**src/rtl/rr_merge.sv**
```systemverilog
// ---------------------------------------------------------------------------
// rr_merge
//
// Round-robin N-to-1 merge stage that sits in front of the address-decoded
// split on the native interconnect bus.
//
// Several masters present request words. One master at a time is granted the
// downstream path, and it keeps the grant for a whole transaction, from valid
// until the slave's ready. The request word of the granted master is passed
// straight through to the split. The single response word coming back is
// routed to the granted master only.
//
// Arbitration is strict rotation. The scan starts at ptr_q, and ptr_q moves
// one past the master whose transaction completed. A request that is
// abandoned before ready leaves ptr_q where it was.
//
// Request word layout (valid is always the MSB):
//   TYPE "D" : {valid, addr[ADDR_W-1:0], wdata[31:0], wstrb[3:0]}
//   TYPE "I" : {valid, addr[ADDR_W-1:0]}
// Response word layout: {rdata[31:0], ready}. ready is the LSB.
//
// Ports:
//   clk     in   1                   system clock, rising edge
//   rst     in   1                   synchronous, active-high reset
//   m_req   in   N_MASTERS*REQ_W     master request words, master i at
//                                    [(i+1)*REQ_W-1 : i*REQ_W]
//   m_resp  out  N_MASTERS*RESP_W    master response words, same slicing
//   s_req   out  REQ_W               request word to the downstream split
//   s_resp  in   RESP_W              response word from the downstream split
// ---------------------------------------------------------------------------
module rr_merge #(
    parameter logic [7:0] TYPE      = "D",
    parameter int         N_MASTERS = 2,
    parameter int         ADDR_W    = 32,
    localparam int        REQ_W     = (TYPE == "I") ? (1 + ADDR_W) : (1 + ADDR_W + 36),
    localparam int        RESP_W    = 33
) (
    input  logic                          clk,
    input  logic                          rst,
    input  logic [N_MASTERS*REQ_W-1:0]    m_req,
    output logic [N_MASTERS*RESP_W-1:0]   m_resp,
    output logic [REQ_W-1:0]              s_req,
    input  logic [RESP_W-1:0]             s_resp
);

    localparam int GW = $clog2(N_MASTERS);

    typedef enum logic {
        IDLE = 1'b0,
        BUSY = 1'b1
    } state_e;

    state_e        state_q, state_d;
    logic [GW-1:0] gnt_q, gnt_d;
    logic [GW-1:0] ptr_q, ptr_d;

    logic [REQ_W-1:0]     req_words [N_MASTERS];
    logic [N_MASTERS-1:0] req_valid;

    logic          pick_found;
    logic [GW-1:0] pick_idx;
    logic          gnt_valid;
    logic          resp_ready;

    // Index that lies 'offset' positions after 'base', wrapping at
    // N_MASTERS. This also works when N_MASTERS is not a power of two.
    function automatic logic [GW-1:0] rot_idx(input logic [GW-1:0] base, input int offset);
        int sum;
        sum = int'(base) + offset;
        if (sum >= N_MASTERS) begin
            sum = sum - N_MASTERS;
        end
        return GW'(sum);
    endfunction

    // Successor of a master index, wrapping from N_MASTERS-1 back to 0.
    function automatic logic [GW-1:0] wrap_inc(input logic [GW-1:0] idx);
        if (int'(idx) == N_MASTERS - 1) begin
            return '0;
        end
        return idx + 1'b1;
    endfunction

    // Split the flat request bus into one word per master, and pull out
    // the valid bit of each word.
    for (genvar i = 0; i < N_MASTERS; i++) begin : g_unpack
        assign req_words[i] = m_req[i*REQ_W +: REQ_W];
        assign req_valid[i] = req_words[i][REQ_W-1];
    end

    assign gnt_valid  = req_valid[gnt_q];
    assign resp_ready = s_resp[0];

    // Rotating priority pick. The loop walks from the lowest-priority
    // offset to the highest. Each valid master overwrites the previous
    // choice, so the valid master closest to ptr_q wins.
    always_comb begin
        pick_found = 1'b0;
        pick_idx   = '0;
        for (int k = N_MASTERS - 1; k >= 0; k--) begin
            if (req_valid[rot_idx(ptr_q, k)]) begin
                pick_found = 1'b1;
                pick_idx   = rot_idx(ptr_q, k);
            end
        end
    end

    // State, grant and pointer registers. Reset returns to IDLE with
    // master 0 first in line. A reset taken in BUSY drops the
    // transaction, so no later ready is forwarded.
    always_ff @(posedge clk) begin
        if (rst) begin
            state_q <= IDLE;
            gnt_q   <= '0;
            ptr_q   <= '0;
        end else begin
            state_q <= state_d;
            gnt_q   <= gnt_d;
            ptr_q   <= ptr_d;
        end
    end

    // Next-state logic.
    // If ready and a dropped valid arrive together, ready takes priority:
    // the transaction counts as complete and the pointer advances.
    // Only a drop with no ready counts as an abandon, and it leaves the
    // pointer alone.
    always_comb begin
        state_d = state_q;
        gnt_d   = gnt_q;
        ptr_d   = ptr_q;
        case (state_q)
            IDLE: begin
                if (pick_found) begin
                    state_d = BUSY;
                    gnt_d   = pick_idx;
                end
            end
            BUSY: begin
                if (resp_ready) begin
                    state_d = IDLE;
                    ptr_d   = wrap_inc(gnt_q);
                end else if (!gnt_valid) begin
                    state_d = IDLE;
                end
            end
            default: begin
                state_d = IDLE;
            end
        endcase
    end

    // Output routing. Only BUSY opens a path, and only for the granted
    // master. In IDLE both directions are forced to zero, so a stray
    // ready from the slave never reaches any master.
    always_comb begin
        s_req  = '0;
        m_resp = '0;
        if (state_q == BUSY) begin
            s_req = req_words[gnt_q];
            for (int i = 0; i < N_MASTERS; i++) begin
                if (int'(gnt_q) == i) begin
                    m_resp[i*RESP_W +: RESP_W] = s_resp;
                end
            end
        end
    end

endmodule

```
**config.mk**
```make
export PLATFORM = sky130hd
export DESIGN_NAME = rr_merge
export DESIGN_NICKNAME = d
export VERILOG_FILES = /design/src/rtl/rr_merge.sv
export SDC_FILE = /design/constraint.sdc
export NUM_CORES = 1
export LEC_CHECK = 0
export ABC_AREA = 1
export CAP_MARGIN = 20
export CORE_AREA = 5 5 117 119
export DETAILED_ROUTE_END_ITERATION = 6
export DIE_AREA = 0 0 122 124
export PLACE_DENSITY = 0.64
export SYNTH_ARGS = -nofsm -noshare
export SYNTH_HDL_FRONTEND = slang
export SYNTH_SLANG_ARGS = --single-unit
```
**constraint.sdc**
```tcl
create_clock -name clk -period 1.3 [get_ports clk]
set_input_delay 0.195 -clock clk [delete_from_list [all_inputs] [get_ports clk]]
set_output_delay 0.195 -clock clk [all_outputs]
set_load 0.02 [all_outputs]
```
==> results.tsv <==
metric	value	unit
worstSetupPathType	register to primary output	
synthesis.area	1530	um2
clock-root-buffer	clkbuf_16	
hp-class	register to register	
die-area	15100	um2
cpMostUsedCell	nand2_4	
avgSynthCellArea	4.33	um2
place_ws	-486	ps
drv_slew	0	
grt_overflow	0	
nNetsFinal	861	
min_period	1520	ps
yosys_register_bits	3	
setup_viol	136	
fin_setup_tns	-18150	ps
synth.distinct_cells	15	
grt_usage	0.153	
max_slew.worst_pin.slew	232	ps
num_vias	3666	
cp.required	1110	ps
cts_max_path_buffers	2	
max-slew-margin-rel	0.844	
cellPowerDensity	474	nW/um2
path_max_fanout	7	
fillCellCount	1198	
slowest_delay	360	ps
yosys-top-cells-count	143 x nand2_1, 70 x nand3_1, 66 x nor2_1, 35 x inv_1	
core	12500	um2
yosys.area.top_type	nand2_1	
clk_pin_slew	30	ps
critPathTopFamily	buffers and inverters	
place_congestion	0.844	
synth_edf_count	0	
portBuffers	307	
status	complete, but fails checks	
routed_wl	15400	um
p_sw	1.15	mW
drt-initial-drc-count	78	
final_hold_viol_count	0	
internal-power	1.76	mW
synthesis.nets	526	
layout-drive-gt1-share	0.464	
grt_pass1_vias	3559	
worst_slack	-216	ps
ios	308	
clock_latency	220	ps
synth_top_area_share	0.351	
seqCellArea	67.6	um2
synth.area.top_cells	nand2_1 35%, nand3_1 23%, nor2_1 16%	
finalCritPeriodShare	1.17	
antenna_found_initial	0	
cp_data_arrival_time	1320	ps
maxCapViolCount	0	
yosysSeqAreaShare	0.0393	
startpoint_type	register	
drt-pass1-iter-count	4	
die_w	122	um
grt_max_degree	46	
cp.buffers_inverters	4	
clock.fmax	0.660	GHz
grt_pass1_wl	18200	um
p_sw_frac	0.395	
pwr-share-clk	0.167	
row_count	41	
fin_skew	0.383	ps
dp_hpwl	9320	um
wl_per_cell	17.9	um
synth-async-reset-ratio	0	
cts_tree	done	
endpoint_kind	primary output	
die_y	124	um
crit_path_top_delay_cell	dfxtp_4	
ys_warn_count	0	
path_cells	nand2_4 -> clkinv_8 -> buf_12 -> buf_12 -> nand2_4 -> nand2_4 -> buf_6	
peakVddDrop	489	uV
clock_sinks	3	
cts_made_buffers	3	
area_growth	302	%
power_frac_comb	0.794	
rsz0062_at_grt	true	
vias_per_cell	4.27	
htree_levels	1	
initial_core_util	0.123	
diodes	0	
synthFlopType	dfxtp_1	
drc	0	
multi_input_comb_area	1760	um2
ant_nets	0	
synth_most_common_cell	nand2_1	
p_seq_frac	0.039	
violations	setup timing	
synthCells	353	
power_leakage	3.09	nW
cells in the final DEF (no fill, tap or decap):
cell / synthesis / final
clkinv_8: 0 / 1
o21ai_0: 1 / 1
buf_16: 0 / 4
dfxtp_4: 0 / 2
nand3_4: 0 / 5
buf_8: 0 / 3
a211oi_1: 1 / 1
clkbuf_16: 0 / 10
a21oi_2: 0 / 2
nand2_2: 1 / 59
inv_8: 0 / 1
clkdlybuf4s50_1: 0 / 172
nor2_2: 0 / 8
dfxtp_1: 3 / 1
nor2_1: 66 / 48
nand2_1: 143 / 58
nand3_1: 70 / 50
nand2_4: 0 / 27
nand3_2: 0 / 15
buf_6: 5 / 92
clkbuf_1: 9 / 1
buf_12: 0 / 15
a21oi_1: 3 / 1
buf_4: 2 / 65
nor2_4: 0 / 10
inv_1: 35 / 35
metal layers:
layer / global-route usage / share of wire
met5: 0 / 0
met4: 0.0455 / 0.028
met3: 0.0327 / 0.075
met2: 0.307 / 0.55
met1: 0.157 / 0.35
path summary, 6_finish.rpt:
path | startpoint | to | slack, ps | cells after the start
setup / recovery | gnt_q | s_req[4] | -220 | 7
hold / removal | ptr_q | ptr_q | 470 | 2
hold reg to reg | ptr_q | ptr_q | 470 | 2
setup reg to reg | gnt_q | ptr_q | -40 | 7
power by group through the flow:
stage / Combinational (mW) / Sequential, mW / Clock (mW)
4_1_cts: 1.94 / 0.111 / 0.496
3_3_place_gp: 1.77 / 0.109 / 0
3_5_place_dp: 1.78 / 0.110 / 0
2_1_floorplan: 0.676 / 0.104 / 0
5_1_grt: 2.43 / 0.115 / 0.504
6_report: 2.32 / 0.113 / 0.487
layout make-up:
class                   instances  area share
clock buffers                   4      0.0128
inverters                      37      0.0258
multi-input cells             285       0.285
flip-flops and latches          3      0.0110
well taps                     172      0.0350
repair buffers                358       0.630
worst register-to-register path, cell delays in order, from the launching register on:
cell       delay (ps)
dfxtp_4           360
nand2_4           110
buf_4             180
clkbuf_16         170
nor2_4             50
buf_4             120
buf_4             120
a211oi_1          150
state kept, by name (all words and copies together) (netlist names):
register  count
gnt_q         1
ptr_q         1
state_q       1
timing repair:
item | CTS | global route
pin swaps | 4 | 33
resized for setup | 713 | 250
hold buffers | 0 | 0
gates cloned | 9 | 12
endpoints found under the hold margin | 0 | 0
setup buffers | 13 | 5
setup endpoints to repair | 135 | 136
per-stage QoR:
| step | util | cell area (um2) | hold WS (ps) | power [mW] | cells |
|---|---|---|---|---|---|
| 6_report | 0.494 | 6150 | 473 | 2.92 | 859 |
| 3_3_place_gp | 0.389 | 4850 | 475 | 1.88 | 821 |
| 4_1_cts | 0.426 | 5310 | 476 | 2.55 | 847 |
| 5_1_grt | 0.494 | 6150 | 504 | 3.05 | 859 |
| 3_5_place_dp | 0.389 | 4850 | 467 | 1.89 | 821 |
| 2_1_floorplan | - | 1530 | 264 | 0.780 | 353 |
cell families (layout without fill, tap and decap cells):
group | Yosys count | count (layout) | synth area share
simple gates | 280 | 280 | 0.746
buf+inv | 65 | 399 | 0.196
compound gates | 5 | 5 | 0.0180
flops | 3 | 3 | 0.0393
Note: power is estimated with default switching activity, not from simulation.
